--- src/rtl/decode_stage_if.sv ---
// Fetch-to-ID byte stream and ID-to-EX bundle handshake.
// The slave side is the decode stage; the master side is the surrounding pipeline.
interface decode_stage_if #(
  parameter int DATA_W = 8
);
  logic              in_valid;
  logic              in_ready;
  logic [DATA_W-1:0] in_byte;
  logic              out_valid;
  logic              out_ready;
  logic [3:0]        out_opcode;
  logic [1:0]        out_ra;
  logic [1:0]        out_rb;
  logic [DATA_W-1:0] out_a;
  logic [DATA_W-1:0] out_b;
  logic [DATA_W-1:0] out_imm;
  logic              out_two_byte;

  modport master (
    output in_valid, in_byte, out_ready,
    input  in_ready, out_valid, out_opcode,
    input  out_ra, out_rb, out_a, out_b,
    input  out_imm, out_two_byte
  );

  modport slave (
    input  in_valid, in_byte, out_ready,
    output in_ready, out_valid, out_opcode,
    output out_ra, out_rb, out_a, out_b,
    output out_imm, out_two_byte
  );
endinterface

--- src/rtl/decode_stage.sv ---
// ID stage: assembles 1/2-byte instructions, reads and bypasses
// operands, stalls on load-use and issues a registered ID/EX bundle.
module decode_stage #(
  parameter int DATA_W = 8,
  parameter int SP_IDX = 3
) (
  input  logic              clk,
  input  logic              rst,
  decode_stage_if.slave     bus,
  input  logic              flush,
  output logic [1:0]        raddr1,
  output logic [1:0]        raddr2,
  input  logic [DATA_W-1:0] rdata1,
  input  logic [DATA_W-1:0] rdata2,
  input  logic              wb_we,
  input  logic [1:0]        wb_waddr,
  input  logic [DATA_W-1:0] wb_wdata,
  input  logic              wb_we2,
  input  logic [1:0]        wb_waddr2,
  input  logic [DATA_W-1:0] wb_wdata2,
  input  logic              ex_load,
  input  logic [1:0]        ex_rd
);
  localparam logic [1:0] S_OP    = 2'd0;
  localparam logic [1:0] S_IMM   = 2'd1;
  localparam logic [1:0] S_ISSUE = 2'd2;
  localparam logic [1:0] SP      = 2'(SP_IDX);

  logic [1:0]        state;
  logic [DATA_W-1:0] op_reg;
  logic [DATA_W-1:0] imm_reg;

  logic              v_q;
  logic [3:0]        opc_q;
  logic [1:0]        ra_q;
  logic [1:0]        rb_q;
  logic [DATA_W-1:0] a_q;
  logic [DATA_W-1:0] b_q;
  logic [DATA_W-1:0] imm_q;
  logic              two_q;

  logic [3:0]        opcode;
  logic [1:0]        ra;
  logic [1:0]        rb;
  logic              stack_op;
  logic              two_byte;
  logic              in_two;
  logic              hazard;
  logic              can_issue;
  logic [DATA_W-1:0] opnd_a;
  logic [DATA_W-1:0] opnd_b;

  assign opcode   = op_reg[7:4];
  assign ra       = op_reg[3:2];
  assign rb       = op_reg[1:0];
  assign two_byte = (op_reg[7:6] == 2'b11);
  assign in_two   = (bus.in_byte[7:6] == 2'b11);
  assign stack_op = opcode inside {4'h7, 4'h8, 4'hB, 4'hD};

  assign raddr1 = ra;
  assign raddr2 = stack_op ? SP : rb;

  // Port 2 wins, mirroring the register file's write priority.
  always_comb begin
    opnd_a = rdata1;
    if (wb_we2 && wb_waddr2 == raddr1)
      opnd_a = wb_wdata2;
    else if (wb_we && wb_waddr == raddr1)
      opnd_a = wb_wdata;
  end

  always_comb begin
    opnd_b = rdata2;
    if (wb_we2 && wb_waddr2 == raddr2)
      opnd_b = wb_wdata2;
    else if (wb_we && wb_waddr == raddr2)
      opnd_b = wb_wdata;
  end

  assign hazard = ex_load && (opcode != 4'h0) &&
                  (ex_rd == raddr1 || ex_rd == raddr2);
  assign can_issue = !hazard && (!v_q || bus.out_ready);

  assign bus.in_ready = (state != S_ISSUE) && !flush;

  always_ff @(posedge clk or posedge rst) begin
    if (rst) begin
      state   <= S_OP;
      op_reg  <= '0;
      imm_reg <= '0;
      v_q     <= 1'b0;
      opc_q   <= '0;
      ra_q    <= '0;
      rb_q    <= '0;
      a_q     <= '0;
      b_q     <= '0;
      imm_q   <= '0;
      two_q   <= 1'b0;
    end else if (flush) begin
      state   <= S_OP;
      op_reg  <= '0;
      imm_reg <= '0;
      v_q     <= 1'b0;
    end else begin
      if (v_q && bus.out_ready)
        v_q <= 1'b0;
      case (state)
        S_OP: begin
          if (bus.in_valid) begin
            op_reg  <= bus.in_byte;
            imm_reg <= '0;
            state   <= in_two ? S_IMM : S_ISSUE;
          end
        end
        S_IMM: begin
          if (bus.in_valid) begin
            imm_reg <= bus.in_byte;
            state   <= S_ISSUE;
          end
        end
        S_ISSUE: begin
          if (can_issue) begin
            v_q   <= 1'b1;
            opc_q <= opcode;
            ra_q  <= ra;
            rb_q  <= rb;
            a_q   <= opnd_a;
            b_q   <= opnd_b;
            imm_q <= imm_reg;
            two_q <= two_byte;
            state <= S_OP;
          end
        end
        default: state <= S_OP;
      endcase
    end
  end

  assign bus.out_valid    = v_q;
  assign bus.out_opcode   = opc_q;
  assign bus.out_ra       = ra_q;
  assign bus.out_rb       = rb_q;
  assign bus.out_a        = a_q;
  assign bus.out_b        = b_q;
  assign bus.out_imm      = imm_q;
  assign bus.out_two_byte = two_q;
endmodule

--- src/flat_wrapper.sv ---
// flat-port wrapper written by rule: the top's interface ports become plain ports
module decode_stage_flat 
#(
  parameter int DATA_W = 8,
  parameter int SP_IDX = 3
)
  (clk, rst, flush, raddr1, raddr2, rdata1, rdata2, wb_we, wb_waddr, wb_wdata, wb_we2, wb_waddr2, wb_wdata2, ex_load, ex_rd, bus_in_valid, bus_in_byte, bus_out_ready, bus_in_ready, bus_out_valid, bus_out_opcode, bus_out_ra, bus_out_rb, bus_out_a, bus_out_b, bus_out_imm, bus_out_two_byte);
  decode_stage_if #(.DATA_W(DATA_W)) bus_i ();
  input  logic clk;
  input  logic rst;
  input  logic flush;
  output logic [1:0] raddr1;
  output logic [1:0] raddr2;
  input  logic [DATA_W-1:0] rdata1;
  input  logic [DATA_W-1:0] rdata2;
  input  logic wb_we;
  input  logic [1:0] wb_waddr;
  input  logic [DATA_W-1:0] wb_wdata;
  input  logic wb_we2;
  input  logic [1:0] wb_waddr2;
  input  logic [DATA_W-1:0] wb_wdata2;
  input  logic ex_load;
  input  logic [1:0] ex_rd;
  input wire logic [$bits(bus_i.in_valid)-1:0] bus_in_valid;
  input wire logic [$bits(bus_i.in_byte)-1:0] bus_in_byte;
  input wire logic [$bits(bus_i.out_ready)-1:0] bus_out_ready;
  output wire logic [$bits(bus_i.in_ready)-1:0] bus_in_ready;
  output wire logic [$bits(bus_i.out_valid)-1:0] bus_out_valid;
  output wire logic [$bits(bus_i.out_opcode)-1:0] bus_out_opcode;
  output wire logic [$bits(bus_i.out_ra)-1:0] bus_out_ra;
  output wire logic [$bits(bus_i.out_rb)-1:0] bus_out_rb;
  output wire logic [$bits(bus_i.out_a)-1:0] bus_out_a;
  output wire logic [$bits(bus_i.out_b)-1:0] bus_out_b;
  output wire logic [$bits(bus_i.out_imm)-1:0] bus_out_imm;
  output wire logic [$bits(bus_i.out_two_byte)-1:0] bus_out_two_byte;
  assign bus_i.in_valid = bus_in_valid;
  assign bus_i.in_byte = bus_in_byte;
  assign bus_i.out_ready = bus_out_ready;
  assign bus_in_ready = bus_i.in_ready;
  assign bus_out_valid = bus_i.out_valid;
  assign bus_out_opcode = bus_i.out_opcode;
  assign bus_out_ra = bus_i.out_ra;
  assign bus_out_rb = bus_i.out_rb;
  assign bus_out_a = bus_i.out_a;
  assign bus_out_b = bus_i.out_b;
  assign bus_out_imm = bus_i.out_imm;
  assign bus_out_two_byte = bus_i.out_two_byte;
  decode_stage #(.DATA_W(DATA_W), .SP_IDX(SP_IDX)) u_core (.clk(clk), .rst(rst), .bus(bus_i), .flush(flush), .raddr1(raddr1), .raddr2(raddr2), .rdata1(rdata1), .rdata2(rdata2), .wb_we(wb_we), .wb_waddr(wb_waddr), .wb_wdata(wb_wdata), .wb_we2(wb_we2), .wb_waddr2(wb_waddr2), .wb_wdata2(wb_wdata2), .ex_load(ex_load), .ex_rd(ex_rd));
endmodule
--- config.mk ---
export PLATFORM = sky130hd
export DESIGN_NAME = decode_stage_flat
export DESIGN_NICKNAME = d
export VERILOG_FILES = /design/src/rtl/decode_stage_if.sv /design/src/rtl/decode_stage.sv /design/src/flat_wrapper.sv
export SDC_FILE = /design/constraint.sdc
export NUM_CORES = 1
export LEC_CHECK = 0
export BUFFER_PORTS_ARGS = -buffer_cell sky130_fd_sc_hd__buf_2
export CORE_MARGIN = 2
export CORE_UTILIZATION = 50
export CTS_CLUSTER_SIZE = 8
export DETAILED_ROUTE_END_ITERATION = 10
export PLACE_DENSITY = 0.79
export SETUP_SLACK_MARGIN = 0.5
export SYNTH_ARGS = -nofsm -noshare
export SYNTH_HDL_FRONTEND = slang
export SYNTH_SLANG_ARGS = --single-unit
--- constraint.sdc ---
create_clock -name clk -period 2.7 [get_ports clk]
set_input_delay 0.405 -clock clk [delete_from_list [all_inputs] [get_ports clk]]
set_output_delay 0.405 -clock clk [all_outputs]
set_load 0.005 [all_outputs]
### Yosys cells after proc, flatten, opt, wreduce, memory -nomap -nowiden

Index checks and enable logic that the tools add are counted.

* flip-flop bits (word level): 52
* bits in latches: 0
* bits in writable memories: 0
* bits in read-only memories: 0
* input port bits: 54
* output and inout port bits: 39
* logic and storage cells: 75
* memories kept: 0

* $add $sub $neg: 0
* multipliers: 0
* div/mod/pow operators: 0
* order comparisons: 0
* eq/ne operators: 18
* shifts and indexed selects: 0
* multiplexer cells: 21
* bitwise logic cells: 1
* reduce and logical (&&, ||, !) cells: 24

Operators by type and width (count)
* 8-bit two-way mux: 9
* 8-bit one-hot mux with 2 select lines: 1
* 2-bit equality test: 6
* 4-bit equality test (second input constant): 3
* 2-bit two-way mux: 6
* 1-bit logical AND: 9
* 3-bit AND reduction: 3
* 4-bit nonzero test: 2
* 2-bit equality test (second input constant): 3
* 3-bit != test (second input constant): 2
* 2-bit one-hot mux with 3 select lines: 1
* 4-bit by 3-bit equality test with 1-bit output (second input constant): 1
* 1-bit two-way mux: 4
* 2-bit nonzero test: 2
* 1-bit logical NOT: 3
* 3-bit by 2-bit != test with 1-bit output (second input constant): 1
* 3-bit nonzero test: 1
* 2-bit by 1-bit equality test with 1-bit output (second input constant): 1
* 2-bit logical NOT: 1
* 1-bit logical OR: 2
* 2-bit != test (second input constant): 1
* 2-bit AND reduction: 1
* 1-bit inverter: 1

### Depth between registers and ports, before layout

Gate-level depths: netlist of run 1.

* word-level depth: 11
* mapped depth: 8
* mapped depth without buffers: 6

### Worst setup path before layout of run 1

Ideal clock, no wire load.

* path type: register to register
* from: register u_core.op_reg[6]
* to: register u_core.b_q[0] (netlist: u_core.bus.out_b[0])
* setup time: 0.130 ns
* arrival: 2.088 ns
* required time: 2.570 ns
* setup slack: 0.481 ns
* cell stages (with the launch flop): 8
* path buffers: 1
* clock period less this slack: 2.219 ns
* cell sequence: dfrtp_1 xnor2_1 o22ai_1 buf_6 or4_4 a221o_2 a221oi_1 o32ai_1

* longest elaborated chain between the ends: 9
* elaborated cells on any way between the ends: 20
* classes of those cells: eq/ne: 7; mux: 3; reduce/logical: 10

RTL lines
* start, declared: RTL line decode_stage.sv:30 `logic [DATA_W-1:0] op_reg;`
* start signal, assigned: RTL line decode_stage.sv:110 `op_reg <= bus.in_byte;`
* 4-bit by 3-bit equality test with 1-bit output / 4-bit equality test (equally long branches): RTL line decode_stage.sv:58 `assign stack_op = opcode inside {4'h7, 4'h8, 4'hB, 4'hD};`
* 4-bit nonzero test: RTL line decode_stage.sv:58
* 2-bit two-way mux: RTL line decode_stage.sv:61 `assign raddr2 = stack_op ? SP : rb;`
* 2-bit equality test: RTL line decode_stage.sv:81 `(ex_rd == raddr1 || ex_rd == raddr2);`
* 1-bit logical OR: RTL line decode_stage.sv:81
* 1-bit logical AND: RTL line decode_stage.sv:80 `assign hazard = ex_load && (opcode != 4'h0) &&`
* 1-bit logical NOT: RTL line decode_stage.sv:82 `assign can_issue = !hazard && (!v_q || bus.out_ready);`
* 1-bit logical AND: RTL line decode_stage.sv:82
* 3-bit AND reduction (no source line)
* end signal, assigned: RTL line decode_stage.sv:128 `b_q <= opnd_b;`
* end, declared: RTL line decode_stage.sv:38 `logic [DATA_W-1:0] b_q;`

Parallel ways exist; a longest one is shown, timed or not.
A chain may end at the register's enable or synchronous reset.

### Worst setup path after layout of run 1

* from: register u_core.op_reg[7]
* to: register u_core.b_q[3] (netlist: u_core.bus.out_b[3])

Same word-level chain as after synthesis.

==> results.json, run 1 <==
{
  "die_area_mm2": 0.00614,
  "sequentialPowerShare": 0.462,
  "p_total_mw": 2.24,
  "p_comb_frac": 0.341,
  "fin_worst_skew_ns": 0.00861,
  "gp_congestion": 0.884,
  "die_width_um": 78.4,
  "grt_use_total": 0.252,
  "power.density_mw_per_mm2": 572,
  "fin_area_mm2": 0.00391,
  "cts_buffers": 5,
  "tightest_slew_ns": 0.994,
  "dr.pass1.iters": 5,
  "holdCritPathClass": "primary input to async pin",
  "vias": 2644,
  "synth_enable_flop_cells": 0,
  "setup_tns_ns": 0,
  "period_needed_ns": 2.42,
  "grt_max_degree": 32,
  "slew_violations": 0,
  "grt_pass1_wl_um": 12200,
  "max_stage_delay_ns": 0.53,
  "syn-num-nets": 320,
  "clock_path_buffers": 2,
  "most-common-layout-cells": "buf_2 (91), dfrtp_1 (49), mux2_2 (23)",
  "max_freq_ghz": 0.412,
  "ys_seq_area_frac": 0.471,
  "numPortBuffers": 92,
  "yosys_warnings": 0,
  "htree_levels": 2,
  "critPathSlowestCell": "a221o_2",
  "final_layout_size_suffix_gt1_frac": 0.510,
  "drtIter0Drc": 262,
  "drt.antenna.violating_nets": 0,
  "worst-setup-path-type": "flop to flop",
  "grt_pass1_vias": 2582,
  "clock-sinks": 52,
  "p_leak_nw": 1.86,
  "area_growth_pct": 41.6,
  "clockPowerShare": 0.197,
  "slew_headroom": 0.337,
  "clk_pin_slew_ns": 0.10,
  "insertion_delay_ns": 0.31,
  "io_pins": 93,
  "peakVddDrop_uv": 332,
  "fill_cells": 377,
  "fin_nets": 439,
  "cts_tree": "built",
  "core.rowCount": 27,
  "remaining_drc_errors": 0,
  "sw_frac_of_total": 0.317,
  "final_util": 0.724,
  "dp_hpwl_um": 5070,
  "dpl-instance-area_mm2": 0.00326,
  "critPathMaxFanout": 8,
  "grt_remaining_overflow": 0,
  "async_flop_share": 1.00,
  "synthCells": 266,
  "via_per_inst": 5.77,
  "layout.cells.most_common": "buf_2",
  "totalWireLength_um": 8260,
  "p_int_mw": 1.53,
  "netlist_area_mm2": 0.00276,
  "rsz0062_at_grt": "true",
  "antenna_cells": 0,
  "initial_utilization": 0.511,
  "antenna_found_initial": 0,
  "worstSetupStartpointType": "flop",
  "crit_path_cell_trace": "nor4b_4, buf_6, buf_6, or4_4, a221o_2, a221oi_2, o32ai_1",
  "clockRootBuffer": "clkbuf_8",
  "avgSynthCellArea_um2": 10.4,
  "ys_ff_latch": 52,
  "cp-end-kind": "flop",
  "setup_violations": 0,
  "fin_crit_sh": 0.898,
  "status": "completed",
  "synth_ff_type": "dfrtp_1",
  "wl_per_cell_um": 18.0,
  "cap_violations": 0,
  "coreArea_mm2": 0.00541,
  "finalHoldViolCount": 0,
  "path_common_cell": "buf_6",
  "p_switching_uw": 709,
  "die_h_um": 78.4,
  "crit_required_ns": 2.88,
  "yosysUniqueCellTypes": 43,
  "worstPathArrival_ns": 2.61
}
[power groups by stage]
| stage | clock [mW] | sequential (mW) | combinational [mW] |
|---|---|---|---|
| after floorplan | 0 | 1.04 | 0.317 |
| after global placement | 0 | 1.03 | 0.576 |
| after detailed placement | 0 | 1.04 | 0.587 |
| after CTS | 0.456 | 1.03 | 0.691 |
| after global routing | 0.491 | 1.05 | 0.824 |
| final | 0.441 | 1.04 | 0.764 |
[synthesized netlist by cell type (all sizes together), types with 3 or more instances]
library cell | instances | area [um^2]
xnor2 | 5 | 43.8
nand2 | 19 | 71.3
or4 | 3 | 27.5
buf | 9 | 80.1
dfrtp | 52 | 1300
o32ai | 8 | 70.1
o21ai | 17 | 85.1
a221oi | 8 | 70.1
o22ai | 3 | 18.8
nor2 | 9 | 33.8
o31ai | 3 | 22.5
clkbuf | 9 | 33.8
a21oi | 18 | 90.1
nand3 | 11 | 55.1
mux2i | 10 | 100
inv | 13 | 48.8
and2 | 10 | 62.6
nand2b | 11 | 68.8
mux2 | 24 | 270
nor4 | 3 | 18.8
[worst paths after layout]
check                                    start  depth (start not counted)  slack [ns]             endpoint
max reg2reg                   u_core.op_reg[7]                          7        0.28  u_core.bus.out_b[3]
max in group asynchronous                  rst                          3        1.90  u_core.bus.out_b[5]
min                                        rst                          2        0.17  u_core.bus.out_a[4]
min reg2reg                u_core.bus.out_a[4]                          1        0.51  u_core.bus.out_a[4]
max                           u_core.op_reg[7]                          7        0.28  u_core.bus.out_b[3]
min in group clk                bus_in_byte[5]                          3        0.36     u_core.op_reg[5]
[critical path, delay by kind of cell, from the launching register on]
kind,cells,cell delay (ns)
AOI/OAI and AO/OA,3,0.98
buffers and inverters,2,0.24
DFF,1,0.44
and+or+nand+nor,2,0.64
[final cells by class]
type                    instances  area [um^2]  area share
repair buffers                129          875       0.223
clock inverters                 1         8.76     0.00224
clock buffers                   7         76.3      0.0195
flip-flops and latches         52         1310       0.333
well taps                      72         90.1      0.0230
inverters                      13         48.8      0.0125
multi-input cells             184         1510       0.386
[metal layers]
metal | wire length, um | share of wire | vias up | global-route usage
met2 | 4110 | 0.50 | 128 | 0.431
met4 | 189 | 0.023 | 0 | 0.0947
met1 | 3450 | 0.42 | 1294 | 0.333
met3 | 519 | 0.063 | 21 | 0.0241
li1 | - | - | 1201 | -
met5 | 0 | 0 | - | 0
[cells by family (layout without fill, tap and decap cells)]
| group | Yosys count | after routing | share of synthesized area |
|---|---|---|---|
| buffers and inverters | 31 | 150 | 0.0588 |
| AO/OA/AOI/OAI | 67 | 67 | 0.170 |
| flip-flops | 52 | 52 | 0.471 |
| AND/OR/NAND/NOR | 75 | 76 | 0.144 |
| multiplexers | 34 | 34 | 0.134 |
| XOR/XNOR | 7 | 7 | 0.0222 |
[per-stage QoR]
stage          hold WS (ns)  instances  setup slack (ns)
3_3_place_gp          0.475        417             0.166
3_5_place_dp          0.491        417           0.00741
2_1_floorplan         0.478        266             0.507
4_1_cts               0.183        453             0.378
5_1_grt               0.208        458             0.194
6_report              0.173        458             0.276
[what timing repair did]
item	4_1_cts	5_1_grt
hold buffers	0	0
endpoints found under the setup margin	37	35
pin swaps	5	23
setup buffers	27	2
gates resized for setup	34	18
cloned	1	3
Note: power is estimated with default switching activity, not from simulation.
==> run 2: changes to the inputs <==
--- a/config.mk
+++ b/config.mk
@@ -6,6 +6,7 @@
 export NUM_CORES = 1
 export LEC_CHECK = 0
 export BUFFER_PORTS_ARGS = -buffer_cell sky130_fd_sc_hd__buf_2
+export CORE_ASPECT_RATIO = 1.5
 export CORE_MARGIN = 2
 export CORE_UTILIZATION = 50
 export CTS_CLUSTER_SIZE = 8
==> run 2 against run 1 <==
  * Global-route usage decreased by 2.3 points
  * Maximum frequency increased by 5.2%
  * Clock-buffer cell count decreased by 2
  * Flip-flop and latch count unchanged
  * Setup slack improved by 0.12 ns
  * Clock skew increased by 0.0041 ns
  * Hold slack got worse by 0.12 ns
  * Cell count decreased by 6.3%
  * Critical path type unchanged
==> results.json, run 2 (synthesis results as in run 1) <==
{
  "status": "completed",
  "worst-setup-path-type": "flop to flop",
  "dp_hpwl_um": 5020,
  "critPathMaxFanout": 12,
  "antenna_found_initial": 0,
  "gp_congestion": 0.823,
  "slew_violations": 0,
  "worstSetupStartpointType": "flop",
  "max_stage_delay_ns": 0.47,
  "insertion_delay_ns": 0.32,
  "grt_use_total": 0.229,
  "worstPathArrival_ns": 2.51,
  "cts_buffers": 5,
  "core.rowCount": 33,
  "remaining_drc_errors": 0,
  "area_growth_pct": 27.0,
  "holdCritPathClass": "primary input to async pin",
  "clock-sinks": 52,
  "antenna_cells": 0,
  "totalWireLength_um": 6820,
  "io_pins": 93,
  "vias": 2378,
  "grt_pass1_vias": 2269,
  "dr.pass1.iters": 4,
  "initial_utilization": 0.511,
  "setup_violations": 0,
  "numPortBuffers": 92,
  "clk_pin_slew_ns": 0.11,
  "finalHoldViolCount": 0,
  "setup_tns_ns": 0,
  "fin_nets": 412,
  "clock_path_buffers": 2,
  "pre_cts_slack_ns": 0.122,
  "peakVddDrop_uv": 460,
  "rsz0062_at_grt": "true",
  "cp-end-kind": "flop",
  "crit_path_cell_trace": "xnor2_2, o22ai_4, buf_4, nor4_1, o221a_2, a221oi_2, o32ai_1",
  "power.density_mw_per_mm2": 607,
  "final_layout_size_suffix_gt1_frac": 0.462,
  "critPathSlowestCell": "o221a_2",
  "die_width_um": 64.7,
  "drt.antenna.violating_nets": 0,
  "clockRootBuffer": "clkbuf_8",
  "die_h_um": 95.1,
  "slew_headroom": 0.374,
  "p_leak_nw": 1.68,
  "layout.cells.most_common": "buf_2",
  "fin_worst_skew_ns": 0.0127,
  "grt_remaining_overflow": 0,
  "most-common-layout-cells": "buf_2 (93), dfrtp_1 (49), mux2_2 (23)",
  "fin_ws_ns": 0.395,
  "grt_max_degree": 35,
  "coreArea_mm2": 0.00541,
  "htree_levels": 2,
  "drtIter0Drc": 146,
  "grt_pass1_wl_um": 10800,
  "wl_per_cell_um": 15.9,
  "period_needed_ns": 2.30,
  "tightest_slew_ns": 0.939,
  "fin_crit_sh": 0.854,
  "die_area_mm2": 0.00615,
  "cts_tree": "built",
  "max_freq_ghz": 0.434,
  "cap_violations": 0,
  "via_per_inst": 5.54,
  "crit_required_ns": 2.90
}
-- run 2: cell types whose count changed in the layout (fill, tap and decap cells not counted), sizes merged --
cell and delta:
buf -25, clkbuf -4, inv +1, clkinvlp +2
clkinv -1
-- run 2: repair_timing --
action / CTS / global route
hold buffers: 0 / 0
resized for setup: 23 / 3
pin swaps: 11 / 4
gates cloned: 1 / 1
endpoints found under the setup margin: 36 / 37
buffers inserted: 2 / 3
-- run 2: worst max-delay path: cells and delay by family (launching register included) --
kind            cells  cell delay, ns
simple gates        1            0.39
flops               1            0.46
xor+xnor            1            0.21
compound gates      4            0.97
buf+inv             1            0.16
-- run 2: per-stage QoR --
stage | std cells | hold slack (ns) | instance area [um^2] | util | power, mW
after floorplan | 266 | 0.478 | 2760 | - | 1.36
after global placement | 414 | 0.413 | 3240 | 0.598 | 1.61
after detailed placement | 414 | 0.419 | 3240 | 0.598 | 1.63
after CTS | 425 | 0.0643 | 3470 | 0.642 | 2.14
after global routing | 429 | 0.0706 | 3510 | 0.649 | 2.27
final | 429 | 0.0535 | 3510 | 0.649 | 2.13
-- run 2: layer usage --
metal	part of all wire	vias to the layer above	global-route usage
met3	0.052	11	0.0413
met1	0.39	1139	0.260
met4	0.020	0	0.0904
li1	-	1144	-
met2	0.54	84	0.422
met5	0	-	0
-- run 2: path summary, 6_finish.rpt --
check,start,endpoint,slack [ns],cells after the start
max,u_core.op_reg[7],u_core.bus.out_b[2],0.40,7
min,rst,u_core.bus.out_a[6],0.05,2
max reg2reg,u_core.op_reg[7],u_core.bus.out_b[2],0.40,7
min reg2reg,u_core.bus.out_imm[4],u_core.bus.out_imm[4],0.51,1
max in group asynchronous,rst,u_core.op_reg[6],1.84,3
min in group clk,bus_in_byte[4],u_core.op_reg[4],0.35,3
-- run 2: final cells by class --
class,count,area [um^2]
Tap cell,70,87.6
Timing Repair Buffer,102,541
Multi-Input combinational cell,184,1430
Sequential cell,52,1310
Clock inverter,3,26.3
Inverter,13,48.8
Fill cell,426,1900
Clock buffer,5,68.8
-- run 2: power by group --
group / internal, mW / switching [mW] / total (mW)
logic: 0.330 / 0.301 / 0.631
clock network: 0.189 / 0.276 / 0.465
registers: 0.934 / 0.102 / 1.04
==> run 3: changes to the inputs <==
--- a/config.mk
+++ b/config.mk
@@ -6,8 +6,9 @@
 export NUM_CORES = 1
 export LEC_CHECK = 0
 export BUFFER_PORTS_ARGS = -buffer_cell sky130_fd_sc_hd__buf_2
+export CAP_MARGIN = 20
 export CORE_ASPECT_RATIO = 1.5
-export CORE_MARGIN = 2
+export CORE_MARGIN = 1
 export CORE_UTILIZATION = 50
 export CTS_CLUSTER_SIZE = 8
 export DETAILED_ROUTE_END_ITERATION = 10
==> run 3 against run 2 <==
  * Flip-flop and latch count unchanged
  * Routed wire length up 2.9%
  * Register-to-register slack worse by 0.03 ns
  * Core utilization up 2.8 points
  * Clock power about the same
  * Highest routed layer unchanged
  * First-iteration DRC count down 32%
  * Hold slack worse by 0.022 ns
  * Clock-buffer cell count up 1
  * Global-route usage up 2.1 points
  * Via count up 3.4%
  * Critical path type unchanged
  * Clock skew down 0.0068 ns
  * Sequential power about the same
==> results.json, run 3 (synthesis results as in run 1) <==
{
  "status": "completed",
  "worst-setup-path-type": "flop to flop",
  "grt_pass1_wl_um": 11400,
  "fin_nets": 413,
  "tightest_slew_ns": 0.960,
  "clk_pin_slew_ns": 0.09,
  "finalHoldViolCount": 0,
  "grt_pass1_vias": 2426,
  "clock-sinks": 52,
  "r2r_slack_ns": 0.37,
  "holdCritPathClass": "primary input to async pin",
  "core.rowCount": 32,
  "clockRootBuffer": "clkbuf_8",
  "io_pins": 93,
  "coreArea_mm2": 0.00525,
  "worstPathArrival_ns": 2.53,
  "max_freq_ghz": 0.429,
  "dp_hpwl_um": 5150,
  "area_growth_pct": 28.5,
  "numPortBuffers": 92,
  "dr.pass1.iters": 4,
  "crit_path_cell_trace": "xnor2_4, o22ai_4, buf_4, nor4_1, o221a_2, a221oi_2, o32ai_1",
  "fin_crit_sh": 0.864,
  "remaining_drc_errors": 0,
  "grt_remaining_overflow": 0,
  "cts_tree": "built",
  "grt_use_total": 0.250,
  "cp-end-kind": "flop",
  "slew_headroom": 0.360,
  "htree_levels": 2,
  "die_h_um": 93.1,
  "max_stage_delay_ns": 0.48,
  "crit_required_ns": 2.90,
  "setup_tns_ns": 0,
  "peakVddDrop_uv": 438,
  "layout.cells.most_common": "buf_2",
  "critPathSlowestCell": "dfrtp_2",
  "grt_max_degree": 23,
  "die_area_mm2": 0.00584,
  "p_total_mw": 2.15,
  "worstRegToRegCells": 7,
  "p_leak_nw": 1.70,
  "initial_utilization": 0.527,
  "drt.antenna.violating_nets": 0,
  "antenna_cells": 0,
  "slew_violations": 0,
  "vias": 2459,
  "final_util": 0.677,
  "wl_per_cell_um": 16.4,
  "fill_cells": 416,
  "final_layout_size_suffix_gt1_frac": 0.469,
  "setup_violations": 0,
  "power.density_mw_per_mm2": 605,
  "die_width_um": 62.7,
  "clock_path_buffers": 2,
  "drtIter0Drc": 99,
  "insertion_delay_ns": 0.30,
  "critPathMaxFanout": 8,
  "period_needed_ns": 2.33,
  "totalWireLength_um": 7020,
  "fin_worst_skew_ns": 0.00595,
  "cts_buffers": 5,
  "rsz0062_at_grt": "true",
  "via_per_inst": 5.75,
  "cap_violations": 0,
  "antenna_found_initial": 0,
  "worstSetupStartpointType": "flop",
  "most-common-layout-cells": "buf_2 (92), dfrtp_1 (49), mux2_2 (23)",
  "gp_congestion": 0.858
}
[run 3: report_power, final]
part	switching [mW]	internal, mW	total, mW
clock network	0.255	0.210	0.465
logic	0.309	0.337	0.646
registers	0.103	0.934	1.04
total	0.667	1.48	2.15
[run 3: routing by layer]
metal	vias up	track usage	wire (um)
li1	1147	-	-
met1	1217	0.271	2620
met2	86	0.484	3990
met3	9	0.0341	298
met4	0	0.0950	103
met5	-	0	0
[run 3: worst max-delay path, delay by kind of cell, from the launching register on]
family	cells	cell delay (ns)
AND/OR/NAND/NOR	1	0.39
AO/OA/AOI/OAI	4	0.96
buffers and inverters	1	0.16
XOR/XNOR	1	0.24
flip-flops	1	0.48
[run 3: final timing paths]
path | from | endpoint
max | u_core.op_reg[7] | u_core.bus.out_b[3]
min | rst | u_core.bus.out_imm[1]
max reg2reg | u_core.op_reg[7] | u_core.bus.out_b[3]
min reg2reg | u_core.bus.out_imm[5] | u_core.bus.out_imm[5]
max in group asynchronous | rst | u_core.op_reg[6]
min in group clk | bus_in_byte[0] | u_core.op_reg[0]
[run 3: final cells by class]
cell class                 count  area (um^2)  share of cell area
clock buffer                   6         82.6              0.0232
multi-input combinational    184         1460               0.411
clock inverter                 2         13.8             0.00387
inverter                      13         48.8              0.0137
timing repair buffer         103          558               0.157
sequential                    52         1310               0.367
tap                           68         85.1              0.0240
[run 3: timing repair]
item,in CTS,in global routing
setup buffers,3,1
hold buffers,0,0
gates resized for setup,24,6
pin swaps,13,2
endpoints found under the setup margin,37,33
cloned,0,1
[run 3: per-stage QoR]
stage,cell area [um^2],std cells,hold WS [ns],setup slack [ns]
final,3550,428,0.0318,0.368
after global routing,3550,428,0.0449,0.276
after CTS,3500,426,0.0217,0.421
after detailed placement,3260,415,0.368,0.0763
after global placement,3260,415,0.363,0.159
after floorplan,2760,266,0.478,0.507
